**src/rtl/abc_pkg.sv**
```systemverilog
// Shared types and constants for the truth-table sampler.
package abc_pkg;

  localparam int N_VEC     = 8;    // number of input combinations
  localparam int IDX_W     = 3;    // width of the vector index
  localparam int DWELL_MAX = 255;  // largest dwell the 8-bit timer can count
  localparam int CNT_W     = 8;    // dwell timer width

  typedef enum logic [1:0] {
    ST_IDLE  = 2'd0,
    ST_DRIVE = 2'd1,
    ST_DONE  = 2'd2
  } state_e;

  typedef struct packed {
    logic a;
    logic b;
    logic c;
  } abc_t;

  // A is the MSB of the index, C the LSB.
  function automatic abc_t idx_to_abc(input logic [IDX_W-1:0] idx);
    abc_t v;
    v.a = idx[2];
    v.b = idx[1];
    v.c = idx[0];
    return v;
  endfunction

endpackage

```
**src/rtl/dwell_timer.sv**
```systemverilog
// Dwell counter: counts 0..DWELL-1 while enabled, wrapping on terminal count.
module dwell_timer
  import abc_pkg::*;
#(
  parameter int unsigned DWELL = 4
) (
  input  logic clk,
  input  logic rst_n,
  input  logic clear,
  input  logic en,
  output logic tc
);

  localparam logic [CNT_W-1:0] LAST = CNT_W'(DWELL - 1);

  logic [CNT_W-1:0] r_cnt;

  // Terminal count marks the last cycle of a dwell.
  assign tc = (r_cnt == LAST);

  // Clear wins over enable; wrap to zero on terminal count.
  always_ff @(posedge clk or negedge rst_n) begin
    if (!rst_n)      r_cnt <= '0;
    else if (clear)  r_cnt <= '0;
    else if (en)     r_cnt <= tc ? '0 : r_cnt + 1'b1;
  end

endmodule

```
**src/rtl/abc_truth_sampler.sv**
```systemverilog
// Sweeps the eight A/B/C combinations, samples F after each dwell and
// assembles the 8-bit truth table.
module abc_truth_sampler
  import abc_pkg::*;
#(
  parameter int unsigned DWELL = 4
) (
  input  logic             clk,
  input  logic             rst_n,
  input  logic             start,
  input  logic             abort,
  output logic             A,
  output logic             B,
  output logic             C,
  input  logic             f_in,
  output logic [IDX_W-1:0] vec_idx,
  output logic             busy,
  output logic             done,
  output logic [N_VEC-1:0] table_q,
  output logic             table_valid
);

  if (DWELL < 2 || DWELL > DWELL_MAX) begin : g_bad_dwell
    $error("abc_truth_sampler: DWELL must be in 2..255");
  end

  state_e           r_state;
  logic [IDX_W-1:0] r_idx;
  logic [N_VEC-1:0] r_table;
  logic             r_busy;
  logic             r_done;
  logic             r_tv;

  logic             w_accept;
  logic             w_clear;
  logic             w_en;
  logic             w_tc;
  abc_t             w_abc;

  // abort beats start in IDLE, so a simultaneous pair never launches a sweep.
  assign w_accept = (r_state == ST_IDLE) && start && !abort;
  assign w_clear  = abort || w_accept;
  assign w_en     = (r_state == ST_DRIVE);

  dwell_timer #(.DWELL(DWELL)) u_timer (
    .clk   (clk),
    .rst_n (rst_n),
    .clear (w_clear),
    .en    (w_en),
    .tc    (w_tc)
  );

  // Sweep control: state, vector index, capture and status flags.
  always_ff @(posedge clk or negedge rst_n) begin
    if (!rst_n) begin
      r_state <= ST_IDLE;
      r_idx   <= '0;
      r_table <= '0;
      r_busy  <= 1'b0;
      r_done  <= 1'b0;
      r_tv    <= 1'b0;
    end else begin
      r_done <= 1'b0;
      if (abort) begin
        // Captured bits are kept so a partial sweep can still be inspected.
        r_state <= ST_IDLE;
        r_idx   <= '0;
        r_busy  <= 1'b0;
        r_tv    <= 1'b0;
      end else begin
        case (r_state)
          ST_IDLE: begin
            if (start) begin
              r_state <= ST_DRIVE;
              r_idx   <= '0;
              r_table <= '0;
              r_tv    <= 1'b0;
              r_busy  <= 1'b1;
            end
          end
          ST_DRIVE: begin
            if (w_tc) begin
              r_table[r_idx] <= f_in;
              if (r_idx == IDX_W'(N_VEC - 1)) begin
                // done and table_valid rise together for the DONE cycle.
                r_state <= ST_DONE;
                r_done  <= 1'b1;
                r_tv    <= 1'b1;
              end else begin
                r_idx <= r_idx + 1'b1;
              end
            end
          end
          ST_DONE: begin
            r_state <= ST_IDLE;
            r_idx   <= '0;
            r_busy  <= 1'b0;
          end
          default: begin
            r_state <= ST_IDLE;
            r_idx   <= '0;
            r_busy  <= 1'b0;
          end
        endcase
      end
    end
  end

  assign w_abc       = idx_to_abc(r_idx);
  assign A           = w_abc.a;
  assign B           = w_abc.b;
  assign C           = w_abc.c;
  assign vec_idx     = r_idx;
  assign busy        = r_busy;
  assign done        = r_done;
  assign table_q     = r_table;
  assign table_valid = r_tv;

endmodule

```
**config.mk**
```make
export PLATFORM = sky130hd
export DESIGN_NAME = abc_truth_sampler
export DESIGN_NICKNAME = d
export VERILOG_FILES = /design/src/rtl/abc_pkg.sv /design/src/rtl/dwell_timer.sv /design/src/rtl/abc_truth_sampler.sv
export SDC_FILE = /design/constraint.sdc
export NUM_CORES = 1
export LEC_CHECK = 0
export CAP_MARGIN = 20
export CELL_PAD_IN_SITES_DETAIL_PLACEMENT = 1
export CELL_PAD_IN_SITES_GLOBAL_PLACEMENT = 1
export CORE_MARGIN = 2
export CORE_UTILIZATION = 36
export DETAILED_ROUTE_END_ITERATION = 6
export GPL_TIMING_DRIVEN = 0
export PLACE_DENSITY = 0.77
export SETUP_SLACK_MARGIN = 0.02
export SLEW_MARGIN = 20
export SYNTH_ARGS = -nofsm -noshare
export SYNTH_HDL_FRONTEND = slang
export SYNTH_SLANG_ARGS = --single-unit
```
**constraint.sdc**
```tcl
create_clock -name clk -period 1.8 [get_ports clk]
set_clock_uncertainty 0.2 [all_clocks]
set_input_delay 0.54 -clock clk [delete_from_list [all_inputs] [get_ports clk]]
set_output_delay 0.54 -clock clk [all_outputs]
set_load 0.02 [all_outputs]
```
==> out/results.tsv, run 1 <==
metric	value	unit
status	finished, violations left	
violations	negative hold slack, negative setup slack	
startpoint_type	register	
irDropWorstVdd	326	µV
hpwl	2550	µm
fin_area	1840	µm²
drc	0	
gp_congestion	0.769	
vias	1205	
grt_max_degree	25	
multi_input_area	800	µm²
powerDensity	517	nW/µm²
syn_area	1310	µm²
seq_area	607	µm²
antennaDiodeCount	0	
gr-total-overflow	0	
worst_pin_slew	0.547	ns
setup_viol	5	
maxCapViolations	0	
end_kind	register	
avgRoutedWirePerCell	17.9	µm
worstPathRequired	1.80	ns
fill_cells	378	
cts_inserted_buffers	3	
cts_buffer_depth	2	
critPathKind	register to register	
die_w	64.4	µm
crit_fanout	5	
max_freq	543	MHz
final_cells	215	
drive_gt1_frac	0.467	
clk_pin_slew	0.13	ns
antenna_left	0	
clk_latency	0.31	ns
die_area	4140	µm²
cts_tree	yes	
ios	22	
rows	21	
hp-class	input pin to async pin	
placed_cells	196	
placed_cell_area	1580	µm²
slew_viol_final	0	
initial_core_util	0.384	
die_y	64.4	µm
avgSynthCellArea	10.2	µm²
drtIter0Drc	70	
hold_viol	11	
synthCells	129	
synth_nets	137	
timing.final.ws_setup	-0.0404	ns
via_per_inst	5.60	
fin_crit_sh	1.02	
hold_buffers	0	
power.total	953	µW
arrival	1.85	ns
port_buffers	21	
syn2layout_area_growth	40.5	%
dr.pass1.iters	4	
grt_pass1_wl	6420	µm
synth-seq-area-share	0.458	
routed_wl	3860	µm
min_period	1.84	ns
whs	-0.0104	ns
synth-seq-cells	24	
yosys_warnings	0	
fin_nets	178	
antenna_found_initial	0	
fp.coreArea	3420	µm²
synth_cell_types	37	
first_global_vias	1292	
maxSlewHeadroom	0.636	
track_usage	0.199	
grt_setup_unrepaired	yes	
clock_sinks	24	
power_leakage	0.871	nW
cts-root-buf	clkbuf_4	
htree_levels	1	
-- area by class of cell --
type | instances | share of cell area
well taps | 46 | 0.0312
multi-input cells | 95 | 0.434
flip-flops and latches | 24 | 0.329
inverters | 1 | 0.00204
repair buffers | 36 | 0.142
clock buffers | 4 | 0.0197
plain buffers | 9 | 0.0421
-- state kept, by name, indices dropped and copies added, names as in the netlist --
signal	cells
table_q	8
u_timer.r_cnt	8
vec_idx	3
r_state	2
busy	1
done	1
table_valid	1
-- cells in the mapped netlist, drive strengths merged --
cell / instances / area share
o21ai: 25 / 0.095
dfrtp: 24 / 0.46
nand2: 7 / 0.020
a31oi: 6 / 0.029
nand3: 6 / 0.023
buf: 5 / 0.029
nand2b: 5 / 0.024
nor2: 5 / 0.020
clkbuf: 4 / 0.014
nor3: 4 / 0.019
a22o: 3 / 0.020
and3: 3 / 0.017
and3b: 3 / 0.020
ha: 3 / 0.029
mux2i: 3 / 0.023
nor3b: 3 / 0.017
a21oi: 2 / 0.0076
o21a: 2 / 0.011
o31ai: 2 / 0.011
a211oi: 1 / 0.0057
a41oi: 1 / 0.0067
and2: 1 / 0.0067
inv: 1 / 0.0029
mux2: 1 / 0.0086
nand4: 1 / 0.0095
nand4b: 1 / 0.011
nor2b: 1 / 0.0048
nor4b: 1 / 0.018
o221a: 1 / 0.0086
o41ai: 1 / 0.012
or3: 1 / 0.0048
xnor2: 1 / 0.0067
xor2: 1 / 0.0067
-- power breakdown --
group          switching, mW  leakage (nW)  internal (mW)
sequential           0.00825         0.324          0.545
clock                  0.159        0.0210          0.123
combinational         0.0717         0.526         0.0461
-- critical path, stage by stage (launching register included) --
cell,delay (ns)
dfrtp_1,0.43
ha_4,0.16
nor4b_4,0.21
buf_4,0.16
a211oi_4,0.05
buf_6,0.16
buf_6,0.11
mux2_4,0.26
-- metrics by stage --
stage	TNS [ns]	utilization	setup slack, ns	hold WS (ns)
after global routing	-1.10	0.540	-0.108	0.00556
final	-0.129	0.540	-0.0404	-0.0104
after global placement	-16.66	0.463	-0.720	0.278
after floorplan	0	-	0.0695	0.0444
after CTS	-0.0499	0.528	-0.0249	0.310
after detailed placement	-18.41	0.463	-0.863	0.283
-- routing by layer --
metal | routed length (µm) | track usage
met1 | 1580 | 0.234
met5 | 0 | 0
met3 | 130 | 0.0335
met2 | 2100 | 0.378
met4 | 50 | 0.0372
-- path summary, 6_finish.rpt --
path | slack, ns | startpoint | cells past startpoint | end
worst min-delay path | -0.01 | rst_n | 1 | vec_idx[1]
worst max-delay path | -0.04 | u_timer.r_cnt[1] | 7 | u_timer.r_cnt[0]
min in group clk | 0.31 | busy | 1 | busy
worst min register to register | 0.31 | busy | 1 | busy
worst max register to register | -0.04 | u_timer.r_cnt[1] | 7 | u_timer.r_cnt[0]
max in group asynchronous | 1.01 | rst_n | 1 | u_timer.r_cnt[3]
-- layout by cell type, fill, tap and decap left out, types with 3 or more instances in the layout --
master and instances:
dfrtp_2 5, nand3_1 5, nor3_1 3, o21ai_1 9, mux2i_1 3, clkbuf_2 14, nand2b_1 5, buf_6 9
o21ai_2 4, o21ai_0 12, clkbuf_4 5, dfrtp_1 19, nor2_4 3, and3b_1 3, a22o_1 3, nand2_1 7
buf_4 14, a31oi_1 5
-- logic make-up (layout without fill, tap and decap cells) --
| kind of cell | after synthesis | count (layout) | share of synthesized area |
|---|---|---|---|
| AOI/OAI and AO/OA | 44 | 44 | 0.208 |
| and+or+nand+nor | 42 | 42 | 0.215 |
| DFF | 24 | 24 | 0.458 |
| buffers and inverters | 10 | 50 | 0.0458 |
| muxes | 4 | 4 | 0.0315 |
| adders and majority gates | 3 | 3 | 0.0286 |
| xor gates and xnor gates | 2 | 2 | 0.0133 |
-- timing repair --
item / 4_1_cts / 5_1_grt
pin swaps: 6 / 9
gates cloned: 1 / 0
endpoints found under the setup margin: 39 / 39
buffers inserted: 11 / 3
resized for setup: 65 / 51
No activity file was read; power rests on OpenSTA's default activity.
==> run 2: changes to the inputs <==
CORE_MARGIN = 1   (was 2)
CTS_CLUSTER_DIAMETER = 80   (was default)
==> run 2 against run 1 <==
  * Critical path depth stayed put
  * The run ends with negative setup slack left
  * Largest power group unchanged
  * Register-to-register slack lost 0.03 ns
  * Hold slack better by 0.32 ns
  * Largest cell class unchanged
  * Routed wire length decreased by 1.3%
==> out/results.tsv, run 2 (synthesis gave the netlist of run 1 again) <==
metric	value	unit	change
hold_depth	1		
grt_pass1_wl	6110	µm	-4.8%
cts-root-buf	clkbuf_4		
fin_setup_tns	-0.364	ns	-0.235 ns
rows	21		unchanged
antenna_left	0		unchanged
die_w	62.4	µm	-3.1%
port_buffers	21		unchanged
crit_fanout	4		-1
violations	negative setup slack		
layout_common_cells	dfrtp_1, buf_4, clkbuf_2		
min_to	busy		
hold_viol	0		-11
via_per_inst	5.44		-3.0%
arrival	1.89	ns	+0.04 ns
clk_pin_slew	0.13	ns	about the same
hpwl	2330	µm	-8.5%
cts_tree	yes		
maxSlewHeadroom	0.625		-0.0103
die_area	3890	µm²	-6.1%
r2r_slack	-0.07	ns	-0.03 ns
drive_gt1_frac	0.491		+0.0238
antenna_found_initial	0		unchanged
status	finished, violations left		
fp.coreArea	3420	µm²	unchanged
min_period	1.87	ns	+0.0333 ns
irDropWorstVdd	339	µV	+4.1%
htree_levels	1		unchanged
timing.final.ws_setup	-0.0738	ns	-0.0333 ns
track_usage	0.199		about the same
grt_max_degree	25		unchanged
worst_pin_slew	0.562	ns	+0.0155 ns
slew_viol_final	0		unchanged
hp-class	register to register		
fin_nets	180		+1.1%
antennaDiodeCount	0		unchanged
max_freq	534	MHz	-1.8%
crit_path_start	u_timer.r_cnt[0]		
placed_cell_area	1580	µm²	unchanged
final_common_cell	dfrtp_1		
maxCapViolations	0		unchanged
drc	0		unchanged
cts_inserted_buffers	3		unchanged
fin_area	1870	µm²	+1.6%
setup_viol	10		+5
end_kind	register		
powerDensity	513	nW/µm²	-0.84%
startpoint_type	register		
syn2layout_area_growth	42.8	%	
routed_wl	3810	µm	-1.3%
grt_setup_unrepaired	yes		
ios	22		unchanged
hp-start	busy		
cts_buffer_depth	2		unchanged
reg2reg_to	u_timer.r_cnt[0]		
first_global_vias	1265		-2.1%
fin_crit_sh	1.04		+0.0185
gp_congestion	0.755		-1.8%
power_leakage	0.877	nW	+0.62%
vias	1180		-2.1%
drtIter0Drc	64		-8.6%
r2r-start	u_timer.r_cnt[0]		
clock_sinks	24		unchanged
worstPathRequired	1.82	ns	+0.02 ns
initial_core_util	0.384		unchanged
clk_latency	0.32	ns	about the same
avgRoutedWirePerCell	17.5	µm	-2.2%
gr-total-overflow	0		unchanged
dr.pass1.iters	4		unchanged
r2r_cells	7		unchanged
die_y	62.4	µm	-3.1%
critPathKind	register to register		
-- run 2: area by class of cell --
class / instances / area [µm²]
repair buffers: 38 / 277
flip-flops and latches: 24 / 607
inverters: 1 / 3.75
clock buffers: 4 / 36.3
multi-input cells: 95 / 816
well taps: 46 / 57.6
plain buffers: 9 / 77.6
fillers: 381 / 1540
-- run 2: metal layers --
metal  part of all wire  global-route usage
met1               0.42               0.242
met2               0.55               0.350
met3              0.022              0.0365
met5                  0                   0
met4              0.012              0.0698
-- run 2: report_power, final --
group	internal, mW	total, mW	leakage (nW)	switching [mW]
logic	0.0439	0.115	0.531	0.0711
registers	0.545	0.554	0.324	0.00928
clock network	0.124	0.291	0.0210	0.167
total	0.713	0.961	0.877	0.248
-- run 2: how the worst max path moves through the flow --
stage                            end  slack [ns]
CTS                       table_q[7]       -0.03
global placement          table_q[0]       -0.72
detailed placement        table_q[0]       -0.74
finish              u_timer.r_cnt[0]       -0.07
global route        u_timer.r_cnt[3]       -0.17
floorplan           u_timer.r_cnt[3]        0.07
-- run 2: stage by stage --
stage / std cells / worst slack, ns / power [mW] / utilization / hold slack [ns]
after detailed placement: 196 / -0.743 / 0.647 / 0.463 / 0.288
after global placement: 196 / -0.724 / 0.644 / 0.463 / 0.278
final: 217 / -0.0738 / 0.961 / 0.549 / 0.312
after floorplan: 129 / 0.0695 / 0.605 / - / 0.0444
after CTS: 208 / -0.0251 / 0.943 / 0.513 / 0.317
after global routing: 217 / -0.169 / 1.00 / 0.549 / 0.335
-- run 2: repair_timing --
item                                   CTS  global route
hold buffers                             0             1
endpoints found under the hold margin    0             1
setup buffers                            8             7
pin swaps                                6            13
cloned                                   0             1
resized for setup                       66            53
setup endpoints to repair               39            36
-- run 2: critical path, stage by stage, from the launching register on --
cell and delay (ns):
dfrtp_1 0.42, ha_4 0.16, nor4b_4 0.21, buf_4 0.18, a211oi_4 0.06, buf_2 0.17
buf_6 0.12, mux2_2 0.25
==> variant: new RTL, settings of run 2 <==
Change the package constant `CNT_W` from 8 to 10.
--- a/src/rtl/abc_pkg.sv
+++ b/src/rtl/abc_pkg.sv
@@ -4,7 +4,7 @@
   localparam int N_VEC     = 8;    // number of input combinations
   localparam int IDX_W     = 3;    // width of the vector index
   localparam int DWELL_MAX = 255;  // largest dwell the 8-bit timer can count
-  localparam int CNT_W     = 8;    // dwell timer width
+  localparam int CNT_W     = 10;    // dwell timer width
 
   typedef enum logic [1:0] {
     ST_IDLE  = 2'd0,
Formal check against the unedited RTL: same outputs for any inputs over 10 cycles, from zero or initial values and one cycle with rst_n low; that may be too few to reach the edited logic, so the function may still have changed.
==> variant against run 2 <==
  * Largest cell class unchanged
  * Cell area is 3.7% higher
  * Clock power is 17% higher
  * Area after synthesis grew 8.2%
  * Via count grew 11%
  * Die area increased by 7.9%
  * The flow still finishes with violations (setup timing)
  * Wire length up 8.1%
  * Sequential cell count up 2
  * Setup slack worse by 0.043 ns
  * Power increased by 8.8%
==> variant: results (changes against run 2) <==
Worst-path clk slew -> 0.09 ns (was 0.13 ns)
R2R depth -> 5 (was 7)
post-synthesis cell type count -> 36 (was 37)
gpl congestion -> 0.819 (was 0.755)
Placement Setup Slack -> -0.604 ns (was -0.743 ns)
final cell count without fillers -> 233 (was 217)
# setup viols final -> 8 (was 10)
GRT Overall Usage -> 0.204 (was 0.199)
number of global-route vias before repair -> 1333 (was 1265)
Syn Nets -> 156 (was 137)
peak supply drop -> 0.330 mV (was 0.339 mV)
failing checks -> setup timing (unchanged)
relative slew slack -> 0.582 (was 0.625)
final WL -> 4120 um (was 3810 um)
first-pass GRT wire length -> 6540 um (was 6110 um)
1st-iter DRT viols -> 34 (was 64)
largest net degree at the start of global routing -> 27 (was 25)
top cells by count, synth -> 26 x dfrtp_1, 20 x o21ai_0, 14 x nand2_1, 10 x o31ai_1 (was 24 x dfrtp_1, 21 x o21ai_0, 7 x nand2_1, 6 x a31oi_1, 6 x nand3_1)
final setup margin -> -0.117 ns (was -0.0738 ns)
Reg-to-Reg End -> vec_idx[0] (was u_timer.r_cnt[0])
reg2reg start -> vec_idx[1] (was u_timer.r_cnt[0])
Top reg by flops -> u_timer.r_cnt
Inst Count DP -> 217 (was 196)
LEAKAGE -> 0.852 nW (was 0.877 nW)
Clock Root Buffer -> clkbuf_8 (was clkbuf_4)
nets -> 195 (was 180)
worst hold path type -> in -> async (was reg -> reg)
crit path max fanout -> 6 (was 4)
Avg Vias per Cell -> 5.61 (was 5.44)
hpwl dp -> 2660 um (was 2330 um)
status -> complete, but fails checks (unchanged)
Gate Count Post-Synth -> 148 (was 129)
clock insertion delay at the later pin of the skew report -> 0.28 ns (was 0.32 ns)
Seq/Total Area, Yosys -> 0.458 (about the same)
WP data arrival -> 1.87 ns (was 1.89 ns)
layout cells sized above 1 -> 0.308 (was 0.491)
-- variant: report_power, final --
group | internal, mW | total [mW] | leakage [nW] | switching (mW)
logic | 0.0410 | 0.111 | 0.476 | 0.0705
registers | 0.589 | 0.593 | 0.355 | 0.00403
clock network | 0.151 | 0.341 | 0.0216 | 0.190
total | 0.781 | 1.05 | 0.852 | 0.265
-- variant: worst max-delay path, delay by kind of cell (launching register included) --
kind                     cells  cell delay [ns]
flip-flops                   1             0.43
AND/OR/NAND/NOR              2             0.41
adder cells (fa/ha/maj)      2             0.40
AO/OA/AOI/OAI                1             0.37
-- variant: worst max path at each step --
stage,from,end,slack (ns),cells past startpoint
after floorplan,u_timer.r_cnt[0],u_timer.r_cnt[7],0.08,5
after global placement,abort,u_timer.r_cnt[7],-0.53,6
after detailed placement,abort,table_q[5],-0.60,6
after CTS,vec_idx[1],table_q[6],-0.005,5
after global routing,vec_idx[1],vec_idx[0],-0.18,5
final,vec_idx[1],vec_idx[0],-0.12,5
-- variant: repair_timing --
| action | 4_1_cts | 5_1_grt |
|---|---|---|
| endpoints found under the setup margin | 40 | 18 |
| pin swaps | 19 | 5 |
| resized for setup | 59 | 21 |
| setup buffers | 12 | 2 |
| hold endpoints to repair | 0 | 0 |
-- variant: metrics by stage --
step	TNS, ns	area [um^2]	power, mW	hold slack [ns]
4_1_cts	-0.00560	1880	1.05	0.0900
5_1_grt	-1.18	1940	1.08	0.123
3_5_place_dp	-10.33	1690	0.699	0.293
6_report	-0.276	1940	1.05	0.0759
3_3_place_gp	-20.01	1690	0.697	0.286
2_1_floorplan	0	1420	0.657	0.0444
-- variant: metal layers --
metal	share of wire	wire length, um	global-route usage
met1	0.39	1610	0.237
met2	0.56	2320	0.380
met3	0.026	109	0.0176
met4	0.018	76	0.0833
met5	0	0	0
-- variant: layout make-up --
class                      count  area [um^2]
buffer                        10         83.8
fill                         418         1770
timing repair buffer          35          295
inverter                       3         11.3
clock buffer                   3         41.3
tap                           48         60.1
sequential                    26          654
multi-input combinational    108          798
-- variant: kinds of logic after synthesis --
group,share of synthesized area
and+or+nand+nor,0.245
AOI/OAI and AO/OA,0.202
DFF,0.458
buffers and inverters,0.0502
xor gates and xnor gates,0.0185
adders and majority gates,0.0264
